## config.mk

```make
export PLATFORM = sky130hd
export DESIGN_NAME = mem_bus_arbiter
export DESIGN_NICKNAME = d
export VERILOG_FILES = /design/src/rtl/mem_bus_arbiter_pkg.sv /design/src/rtl/mem_bus_arbiter_watchdog.sv /design/src/rtl/mem_bus_arbiter.sv
export SDC_FILE = /design/constraint.sdc
export NUM_CORES = 1
export LEC_CHECK = 0
export CAP_MARGIN = 20
export CORE_MARGIN = 3
export CORE_UTILIZATION = 35
export CTS_CLUSTER_DIAMETER = 150
export DETAILED_ROUTE_END_ITERATION = 16
export MAX_ROUTING_LAYER = met4
export PLACE_DENSITY = 0.69
export SYNTH_ARGS = -nofsm -noshare
export SYNTH_HDL_FRONTEND = slang
export SYNTH_SLANG_ARGS = --single-unit
```

## constraint.sdc

```tcl
create_clock -name clk -period 2.1 [get_ports clk]
set_input_delay 0.42 -clock clk [delete_from_list [all_inputs] [get_ports clk]]
set_output_delay 0.42 -clock clk [all_outputs]
set_load 0.005 [all_outputs]
```

## src/rtl/mem_bus_arbiter_pkg.sv

```systemverilog
// Shared constants for the memory bus arbiter: legacy control levels,
// arbiter state encodings and the default watchdog limit.
package mem_bus_arbiter_pkg;

  localparam logic RstEnable   = 1'b0;
  localparam logic WriteEnable = 1'b1;
  localparam logic ChipEnable  = 1'b1;

  localparam logic [2:0] ARB_IDLE      = 3'd0;
  localparam logic [2:0] ARB_DATA_BUSY = 3'd1;
  localparam logic [2:0] ARB_INST_BUSY = 3'd2;
  localparam logic [2:0] ARB_DATA_DONE = 3'd3;
  localparam logic [2:0] ARB_INST_DONE = 3'd4;
  localparam logic [2:0] ARB_DISCARD   = 3'd5;

  localparam int DEFAULT_TIMEOUT_CYCLES = 255;

endpackage

```

## src/rtl/mem_bus_arbiter_watchdog.sv

```systemverilog
// Bus watchdog: counts busy cycles and flags the cycle in which the
// TIMEOUT_CYCLES-th busy cycle completes without an ack.
module arb_watchdog #(
  parameter int CNT_W          = 8,
  parameter int TIMEOUT_CYCLES = 255
) (
  input  logic clk,
  input  logic rst,
  input  logic clr_i,
  input  logic en_i,
  output logic expired_o
);

  localparam logic [CNT_W-1:0] LAST = CNT_W'(TIMEOUT_CYCLES - 1);

  logic [CNT_W-1:0] cnt_q, cnt_d;

  always_comb begin
    cnt_d = cnt_q;
    if (clr_i)     cnt_d = '0;
    else if (en_i) cnt_d = cnt_q + 1'b1;
  end

  always_ff @(posedge clk or negedge rst) begin
    if (!rst) cnt_q <= '0;
    else      cnt_q <= cnt_d;
  end

  assign expired_o = en_i && (cnt_q == LAST);

endmodule

```

## src/rtl/mem_bus_arbiter.sv

```systemverilog
// Single-port memory bus arbiter between instruction fetch and the MEM-stage
// data port, with registered bus signals, stall requests, flush and watchdog.
module mem_bus_arbiter
  import mem_bus_arbiter_pkg::*;
#(
  parameter int DATA_W         = 32,
  parameter int TIMEOUT_CYCLES = DEFAULT_TIMEOUT_CYCLES,
  parameter int CNT_W          = 8
) (
  input  logic              clk,
  input  logic              rst,
  input  logic              flush_i,
  input  logic              if_ce_i,
  input  logic [DATA_W-1:0] if_addr_i,
  output logic [DATA_W-1:0] if_data_o,
  output logic              stallreq_if_o,
  input  logic              mem_ce_i,
  input  logic              mem_we_i,
  input  logic [3:0]        mem_sel_i,
  input  logic [DATA_W-1:0] mem_addr_i,
  input  logic [DATA_W-1:0] mem_wdata_i,
  output logic [DATA_W-1:0] mem_rdata_o,
  output logic              stallreq_mem_o,
  output logic              bus_req_o,
  output logic              bus_we_o,
  output logic [3:0]        bus_sel_o,
  output logic [DATA_W-1:0] bus_addr_o,
  output logic [DATA_W-1:0] bus_wdata_o,
  input  logic              bus_ack_i,
  input  logic [DATA_W-1:0] bus_rdata_i,
  output logic              bus_err_o
);

  logic [2:0]        state_q, state_d;
  logic              bus_req_q, bus_req_d;
  logic              bus_we_q, bus_we_d;
  logic [3:0]        bus_sel_q, bus_sel_d;
  logic [DATA_W-1:0] bus_addr_q, bus_addr_d;
  logic [DATA_W-1:0] bus_wdata_q, bus_wdata_d;
  logic [DATA_W-1:0] if_data_q, if_data_d;
  logic [DATA_W-1:0] mem_rdata_q, mem_rdata_d;
  logic              bus_err_q, bus_err_d;
  logic              flushed_q, flushed_d;
  logic              wd_clr, wd_en, wd_expired;
  logic              flush_pend;

  arb_watchdog #(
    .CNT_W          (CNT_W),
    .TIMEOUT_CYCLES (TIMEOUT_CYCLES)
  ) u_watchdog (
    .clk       (clk),
    .rst       (rst),
    .clr_i     (wd_clr),
    .en_i      (wd_en),
    .expired_o (wd_expired)
  );

  // A flush seen at any point of a fetch (including its ack cycle) drops it
  assign flush_pend = flushed_q | flush_i;

  always_comb begin
    state_d     = state_q;
    bus_req_d   = bus_req_q;
    bus_we_d    = bus_we_q;
    bus_sel_d   = bus_sel_q;
    bus_addr_d  = bus_addr_q;
    bus_wdata_d = bus_wdata_q;
    if_data_d   = if_data_q;
    mem_rdata_d = mem_rdata_q;
    bus_err_d   = 1'b0;
    flushed_d   = flushed_q;
    wd_clr      = 1'b0;
    wd_en       = 1'b0;
    case (state_q)
      ARB_IDLE: begin
        flushed_d = 1'b0;
        if (!flush_i && mem_ce_i) begin
          bus_req_d   = 1'b1;
          bus_we_d    = mem_we_i;
          bus_sel_d   = mem_sel_i;
          bus_addr_d  = mem_addr_i;
          bus_wdata_d = mem_wdata_i;
          wd_clr      = 1'b1;
          state_d     = ARB_DATA_BUSY;
        end else if (!flush_i && if_ce_i) begin
          bus_req_d   = 1'b1;
          bus_we_d    = 1'b0;
          bus_sel_d   = 4'b1111;
          bus_addr_d  = if_addr_i;
          bus_wdata_d = '0;
          wd_clr      = 1'b1;
          state_d     = ARB_INST_BUSY;
        end
      end
      ARB_DATA_BUSY: begin
        wd_en = 1'b1;
        if (bus_ack_i) begin
          bus_req_d = 1'b0;
          if (!bus_we_q) mem_rdata_d = bus_rdata_i;
          state_d   = ARB_DATA_DONE;
        end else if (wd_expired) begin
          bus_req_d   = 1'b0;
          bus_err_d   = 1'b1;
          mem_rdata_d = '0;
          state_d     = ARB_DATA_DONE;
        end
      end
      ARB_INST_BUSY: begin
        wd_en     = 1'b1;
        flushed_d = flush_pend;
        if (bus_ack_i || wd_expired) begin
          bus_req_d = 1'b0;
          bus_err_d = !bus_ack_i;
          if (!flush_pend) if_data_d = bus_ack_i ? bus_rdata_i : '0;
          state_d   = flush_pend ? ARB_DISCARD : ARB_INST_DONE;
        end
      end
      ARB_DATA_DONE, ARB_INST_DONE, ARB_DISCARD: begin
        flushed_d = 1'b0;
        state_d   = ARB_IDLE;
      end
      default: state_d = ARB_IDLE;
    endcase
  end

  always_ff @(posedge clk or negedge rst) begin
    if (!rst) begin
      state_q     <= ARB_IDLE;
      bus_req_q   <= 1'b0;
      bus_we_q    <= 1'b0;
      bus_sel_q   <= 4'b0000;
      bus_addr_q  <= '0;
      bus_wdata_q <= '0;
      if_data_q   <= '0;
      mem_rdata_q <= '0;
      bus_err_q   <= 1'b0;
      flushed_q   <= 1'b0;
    end else begin
      state_q     <= state_d;
      bus_req_q   <= bus_req_d;
      bus_we_q    <= bus_we_d;
      bus_sel_q   <= bus_sel_d;
      bus_addr_q  <= bus_addr_d;
      bus_wdata_q <= bus_wdata_d;
      if_data_q   <= if_data_d;
      mem_rdata_q <= mem_rdata_d;
      bus_err_q   <= bus_err_d;
      flushed_q   <= flushed_d;
    end
  end

  always_comb begin
    stallreq_mem_o = mem_ce_i &&
                     ((state_q == ARB_IDLE && !flush_i) || state_q == ARB_DATA_BUSY);
    stallreq_if_o  = if_ce_i &&
                     ((state_q == ARB_IDLE && !flush_i) || state_q == ARB_DATA_BUSY ||
                      state_q == ARB_DATA_DONE || state_q == ARB_INST_BUSY ||
                      state_q == ARB_DISCARD);
  end

  assign bus_req_o   = bus_req_q;
  assign bus_we_o    = bus_we_q;
  assign bus_sel_o   = bus_sel_q;
  assign bus_addr_o  = bus_addr_q;
  assign bus_wdata_o = bus_wdata_q;
  assign if_data_o   = if_data_q;
  assign mem_rdata_o = mem_rdata_q;
  assign bus_err_o   = bus_err_q;

endmodule

```

Yosys cells after proc, flatten, opt, wreduce, memory -nomap -nowiden

Index checks and enable logic that the tools add are counted.

Bits in registers: 147
Output and inout bits: 137

Add/subtract/negate cells: 1
Equal/unequal tests: 10
Mux-type cells: 36
Bitwise logic cells: 2
Reduce and logical (&&, ||, !) cells: 26

Operators with widths:

| kind                | number |
|---|---|
| $mux 32             | 8 |
| $mux 8              | 2 |
| $mux 1              | 15 |
| $mux 3              | 5 |
| $pmux 3 s3          | 1 |
| $reduce_and 3->1    | 3 |
| $add 8x1->8 const B | 1 |
| $eq 8x8->1 const B  | 1 |
| $mux 4              | 2 |
| $reduce_bool 2->1   | 4 |
| $eq 3x2->1 const B  | 2 |
| $eq 3x3->1 const B  | 2 |
| $logic_and 1x1->1   | 6 |
| $ne 3x3->1 const B  | 2 |
| $logic_or 1x1->1    | 5 |
| $ne 2x2->1 const B  | 2 |
| $pmux 1 s2          | 2 |
| $reduce_and 4->1    | 1 |
| $reduce_or 4->1     | 1 |
| $eq 3x1->1 const B  | 1 |
| $logic_not 3->1     | 1 |
| $pmux 1 s3          | 1 |
| $reduce_bool 3->1   | 1 |
| $logic_not 1->1     | 2 |
| other kinds (4)     | 4 |

Longest topological paths before layout

Depth after elaboration: 7
Mapped depth: 7
Mapped depth without buffers: 6

By module

Synthesis repeated with hierarchy kept, for this count alone.

Cells, all modules: 448
Area total of the unflattened synthesis: 6393.6 µm²

By module, submodules not included:

| module          | instances | cells each | area each (µm²) | seq. area each (µm²) |
|---|---|---|---|---|
| mem_bus_arbiter | 1         | 407        | 5982.0          | 3478.3 |
| arb_watchdog    | 1         | 41         | 411.6           | 200.2 |

Worst setup path after synthesis

No wires, ideal clock.

Path kind: reg2out
Start point: register state_q[1]
End point: output stallreq_mem_o
Arrival time: 1.460 ns
Setup slack: 0.220 ns
Cell stages (with the launch flop): 5
Path through: dfrtp_1 buf_4 nor4_2 clkbuf_1 o21bai_1

Cells in the longest elaborated chain, start to end: 4
Elaborated cells on any way between the ends: 5
Classes of those cells: eq/ne (1); reduce/logical (4)

RTL lines:

| item                   | RTL line               | RTL |
|---|---|---|
| start, declared        | mem_bus_arbiter.sv:34  | `logic [2:0] state_q, state_d;` |
| start signal, assigned | mem_bus_arbiter.sv:139 | `state_q <= state_d;` |
| $logic_not 3->1        | mem_bus_arbiter.sv:154 | `((state_q == ARB_IDLE && !flush_i) \|\| state_q == ARB_DATA_BUSY);` |
| $logic_and 1x1->1      | mem_bus_arbiter.sv:154 |  |
| $logic_or 1x1->1 *     | mem_bus_arbiter.sv:154 |  |
| $logic_and 1x1->1 *    | mem_bus_arbiter.sv:153 | `stallreq_mem_o = mem_ce_i &&` |
| end, declared          | mem_bus_arbiter.sv:23  | `output logic stallreq_mem_o,` |

Mark *: on every way between the ends. The rest lies on a longest branch, timed or not.

Worst setup path after layout

Start point: register state_q[0]
End point: output stallreq_if_o

Cells in the longest elaborated chain, start to end: 7
Elaborated cells on any way between the ends: 11
Classes of those cells: eq/ne (4); reduce/logical (7)

RTL lines:

| item                          | RTL line               | RTL |
|---|---|---|
| $logic_not 3->1               | mem_bus_arbiter.sv:156 | `((state_q == ARB_IDLE && !flush_i) \|\| state_q == ARB_DATA_BUSY \|\|` |
| $logic_and 1x1->1             | mem_bus_arbiter.sv:156 |  |
| $logic_or 1x1->1 (2 in a row) | mem_bus_arbiter.sv:156 |  |
| $logic_or 1x1->1              | mem_bus_arbiter.sv:157 | `state_q == ARB_DATA_DONE \|\| state_q == ARB_INST_BUSY \|\|` |
| $logic_or 1x1->1 *            | mem_bus_arbiter.sv:157 |  |
| $logic_and 1x1->1 *           | mem_bus_arbiter.sv:155 | `stallreq_if_o = if_ce_i &&` |
| end, declared                 | mem_bus_arbiter.sv:16  | `output logic stallreq_if_o,` |

Marked as above.

==> impl_metrics.json <==
{
  "die_h_um": 139,
  "yosysWarningCount": 0,
  "synth_adder_area_share_pct": 0.407,
  "ys_seq_elements": 147,
  "synth-compound-area-share_pct": 20.8,
  "drive_gt1_share_pct": 8.95,
  "viasPerCell": 5.14,
  "fin_util_pct": 58.9,
  "core-area_um2": 16900,
  "tightest_slew_ns": 0.586,
  "fin_crit_sh_pct": 92.8,
  "power_density_nw_per_um2": 1390,
  "rsz0062_at_grt": "no",
  "fin_skew_ns": 0.0111,
  "critical_path.max_fanout": 5,
  "worstPathCellList": "buf_4, inv_2, nor2_1, o21a_1, dlygate4sd2_1",
  "wl_mm": 19.6,
  "dieArea_um2": 19200,
  "finalHoldViolCount": 0,
  "initialDrtViolationCount": 246,
  "cts_buffers": 17,
  "syn_to_final_growth_pct": 61.4,
  "setup_viol_count_final": 0,
  "clk_latency_ns": 0.43,
  "yosys.area_share.simple_pct": 8.48,
  "grt_pass1_vias": 5549,
  "cts.sinks": 147,
  "dp_cells": 1013,
  "synth_top_family_by_area": "compound AO/OA/AOI/OAI gates",
  "ant_nets": 0,
  "firstDrtPassIters": 5,
  "max_freq_ghz": 0.513,
  "status": "complete, no violations",
  "syn_nets": 676,
  "ys_types": 40,
  "routabilityCongestion": 0.814,
  "diodes": 0,
  "p_total_mw": 13.8,
  "dp_hpwl_mm": 14.4,
  "grt_pass1_wl_mm": 31.1,
  "root_buffer": "clkbuf_16",
  "fin_crit_ns": 1.95,
  "critPathKind": "reg -> out",
  "final_cell_area_um2": 9930,
  "overflow": 0,
  "place_area_um2": 9310,
  "yosys-top-cells-area": "dfrtp_1, a22o_1, mux2i_1",
  "initial_utilization_pct": 36.5,
  "grt_max_degree": 47,
  "synth_mux_area_share_pct": 5.37,
  "synth-xor-area-share_pct": 1.30,
  "netlist.top_cell.by_area": "dfrtp_1",
  "synth_top_cell_area_share_pct": 59.8,
  "netlist_instances": 535,
  "avgSynthCellArea_um2": 11.5,
  "slew_headroom_pct": 60.9,
  "tritoncts": "yes",
  "yosysSeqAreaShare_pct": 59.8,
  "vdd_drop_max_uv": 673,
  "ios": 276,
  "cp.arrival_ns": 1.53,
  "p_leak_nw": 4.48,
  "cp_slowest_cell": "dfrtp_1",
  "max_cap_viol_count": 0,
  "holdCritPathClass": "reg -> reg",
  "cpPeakStageDelay_ns": 0.39,
  "rows": 47,
  "grt.total_usage_pct": 21.0,
  "die_x_um": 139,
  "post-route-drc-count": 0,
  "antenna_found_initial": 0,
  "path_clk_slew_ns": 0.06,
  "end_kind": "output pin",
  "htree_levels": 4,
  "synth_area_um2": 6150,
  "startpoint_type": "register",
  "post_drt_wl_per_cell_um": 18.7,
  "final_cells": 1047,
  "maxSlewViolCount": 0,
  "vias": 5383,
  "numPortBuffers": 275,
  "critPathRequiredTime_ns": 1.68,
  "final_net_count": 956,
  "clk_path_buf_depth": 2
}
-- timing repair --
item,in CTS,in global routing
pin swaps,0,1
hold buffers,1,0
setup buffers,1,1
resized for setup,4,3
endpoints found under the setup margin,2,4
hold endpoints to repair,36,0
-- worst paths after layout --
path	startpoint	endpoint	slack, ns	cells after the start
worst max-delay path	state_q[0]	stallreq_if_o	0.15	5
worst min-delay path	bus_addr_o[26]	bus_addr_o[26]	0.48	2
min in group asynchronous	rst	if_data_o[6]	0.49	2
worst max register to register	u_watchdog.cnt_q[0]	if_data_o[30]	0.16	7
worst min register to register	bus_addr_o[26]	bus_addr_o[26]	0.48	2
max in group asynchronous	rst	bus_addr_o[31]	0.94	3
-- worst max-delay path, delay by kind of cell, from the launching register on --
kind | cells | cell delay, ns
AOI/OAI and AO/OA | 1 | 0.17
buffers and inverters | 3 | 0.51
DFF | 1 | 0.39
and+or+nand+nor | 1 | 0.04
-- cell usage after synthesis --
| master | number |
|---|---|
| buf_4 | 4 |
| nor4_4 | 1 |
| o21bai_1 | 1 |
| nor3b_1 | 2 |
| o21a_1 | 2 |
| nor4_1 | 4 |
| a21oi_1 | 4 |
| or2_0 | 1 |
| and2_1 | 1 |
| o22a_1 | 1 |
| a2111oi_0 | 1 |
| a22o_1 | 65 |
| o32ai_1 | 1 |
| nand2_2 | 1 |
| inv_1 | 8 |
| nand4_4 | 1 |
| nand3_1 | 3 |
| nand2_1 | 73 |
| ha_1 | 2 |
| nor4_2 | 1 |
| nand2b_1 | 3 |
| o21ai_1 | 11 |
| xnor2_1 | 6 |
| buf_1 | 2 |
| nor2_2 | 1 |
| xnor2_4 | 1 |
| dfrtp_1 | 147 |
| a31oi_1 | 1 |
| clkbuf_1 | 21 |
| nor3_1 | 3 |
| nor2_1 | 14 |
| a31o_2 | 1 |
| mux2i_1 | 33 |
| a211oi_1 | 2 |
| nor4b_1 | 2 |
| buf_2 | 18 |
| o41ai_4 | 1 |
| o21ai_0 | 58 |
| a22oi_1 | 32 |
| or3b_1 | 1 |
-- layout by cell type, fill, tap and decap left out, drive strengths merged, types with 2 or more instances in the layout --
| master | count |
|---|---|
| mux2i | 33 |
| nand2 | 74 |
| buf | 31 |
| clkbuf | 24 |
| nor3b | 2 |
| a211oi | 2 |
| a22o | 65 |
| a22oi | 32 |
| clkdlybuf4s50 | 272 |
| ha | 2 |
| o21a | 2 |
| clkinv | 3 |
| o21ai | 69 |
| a21oi | 4 |
| bufinv | 2 |
| nor4 | 6 |
| dfrtp | 147 |
| xnor2 | 7 |
| nand3 | 3 |
| inv | 9 |
| nand2b | 3 |
| nor3 | 3 |
| nor2 | 15 |
| clkinvlp | 2 |
| nor4b | 2 |
-- stage by stage --
step	worst slack, ns	hold WS, ns	setup TNS [ns]
2_1_floorplan	0.220	0.124	0
3_3_place_gp	-0.172	0.354	-2.41
3_5_place_dp	-0.180	0.359	-4.00
4_1_cts	0.0171	0.475	0
5_1_grt	0.0612	0.500	0
6_report	0.150	0.479	0
-- flip-flops by register name, summed over array words and instances, names as in the netlist --
| register | flops |
|---|---|
| bus_addr_o | 32 |
| bus_wdata_o | 32 |
| if_data_o | 32 |
| mem_rdata_o | 32 |
| u_watchdog.cnt_q | 8 |
| bus_sel_o | 4 |
| state_q | 3 |
| bus_err_o | 1 |
| bus_req_o | 1 |
| bus_we_o | 1 |
| flushed_q | 1 |
-- area by class of cell --
cell class                 count  area, um2
sequential                   147       3680
inverter                       8       30.0
tap                          220        275
multi-input combinational    335       2270
clock inverter                 8       98.8
clock buffer                  23        498
fill                        1350       6940
timing repair buffer         306       3090
-- power by group --
part	internal, mW	total (mW)	switching, mW
clock	1.90	3.06	1.16
sequential	4.09	4.96	0.870
combinational	3.53	5.78	2.25
total	9.52	13.8	4.28
-- cells by family (layout without fill, tap and decap cells) --
logic type      count (synthesis)  in the layout
buf+inv                        53            345
xor+xnor                        7              7
flops                         147            147
compound gates                181            181
fa+ha+maj                       2              2
mux                            33             33
simple gates                  112            112
-- layer usage --
metal | global-route usage (%) | vias to the layer above | wire, um | share of wire [%]
li1 | - | 2488 | - | -
met1 | 26.2 | 2625 | 8040 | 41
met2 | 33.2 | 253 | 9660 | 49
met3 | 7.34 | 17 | 1660 | 8.5
met4 | 5.04 | 0 | 235 | 1.2
met5 | - | - | 0 | 0
Note: power is estimated with default switching activity, not from simulation.
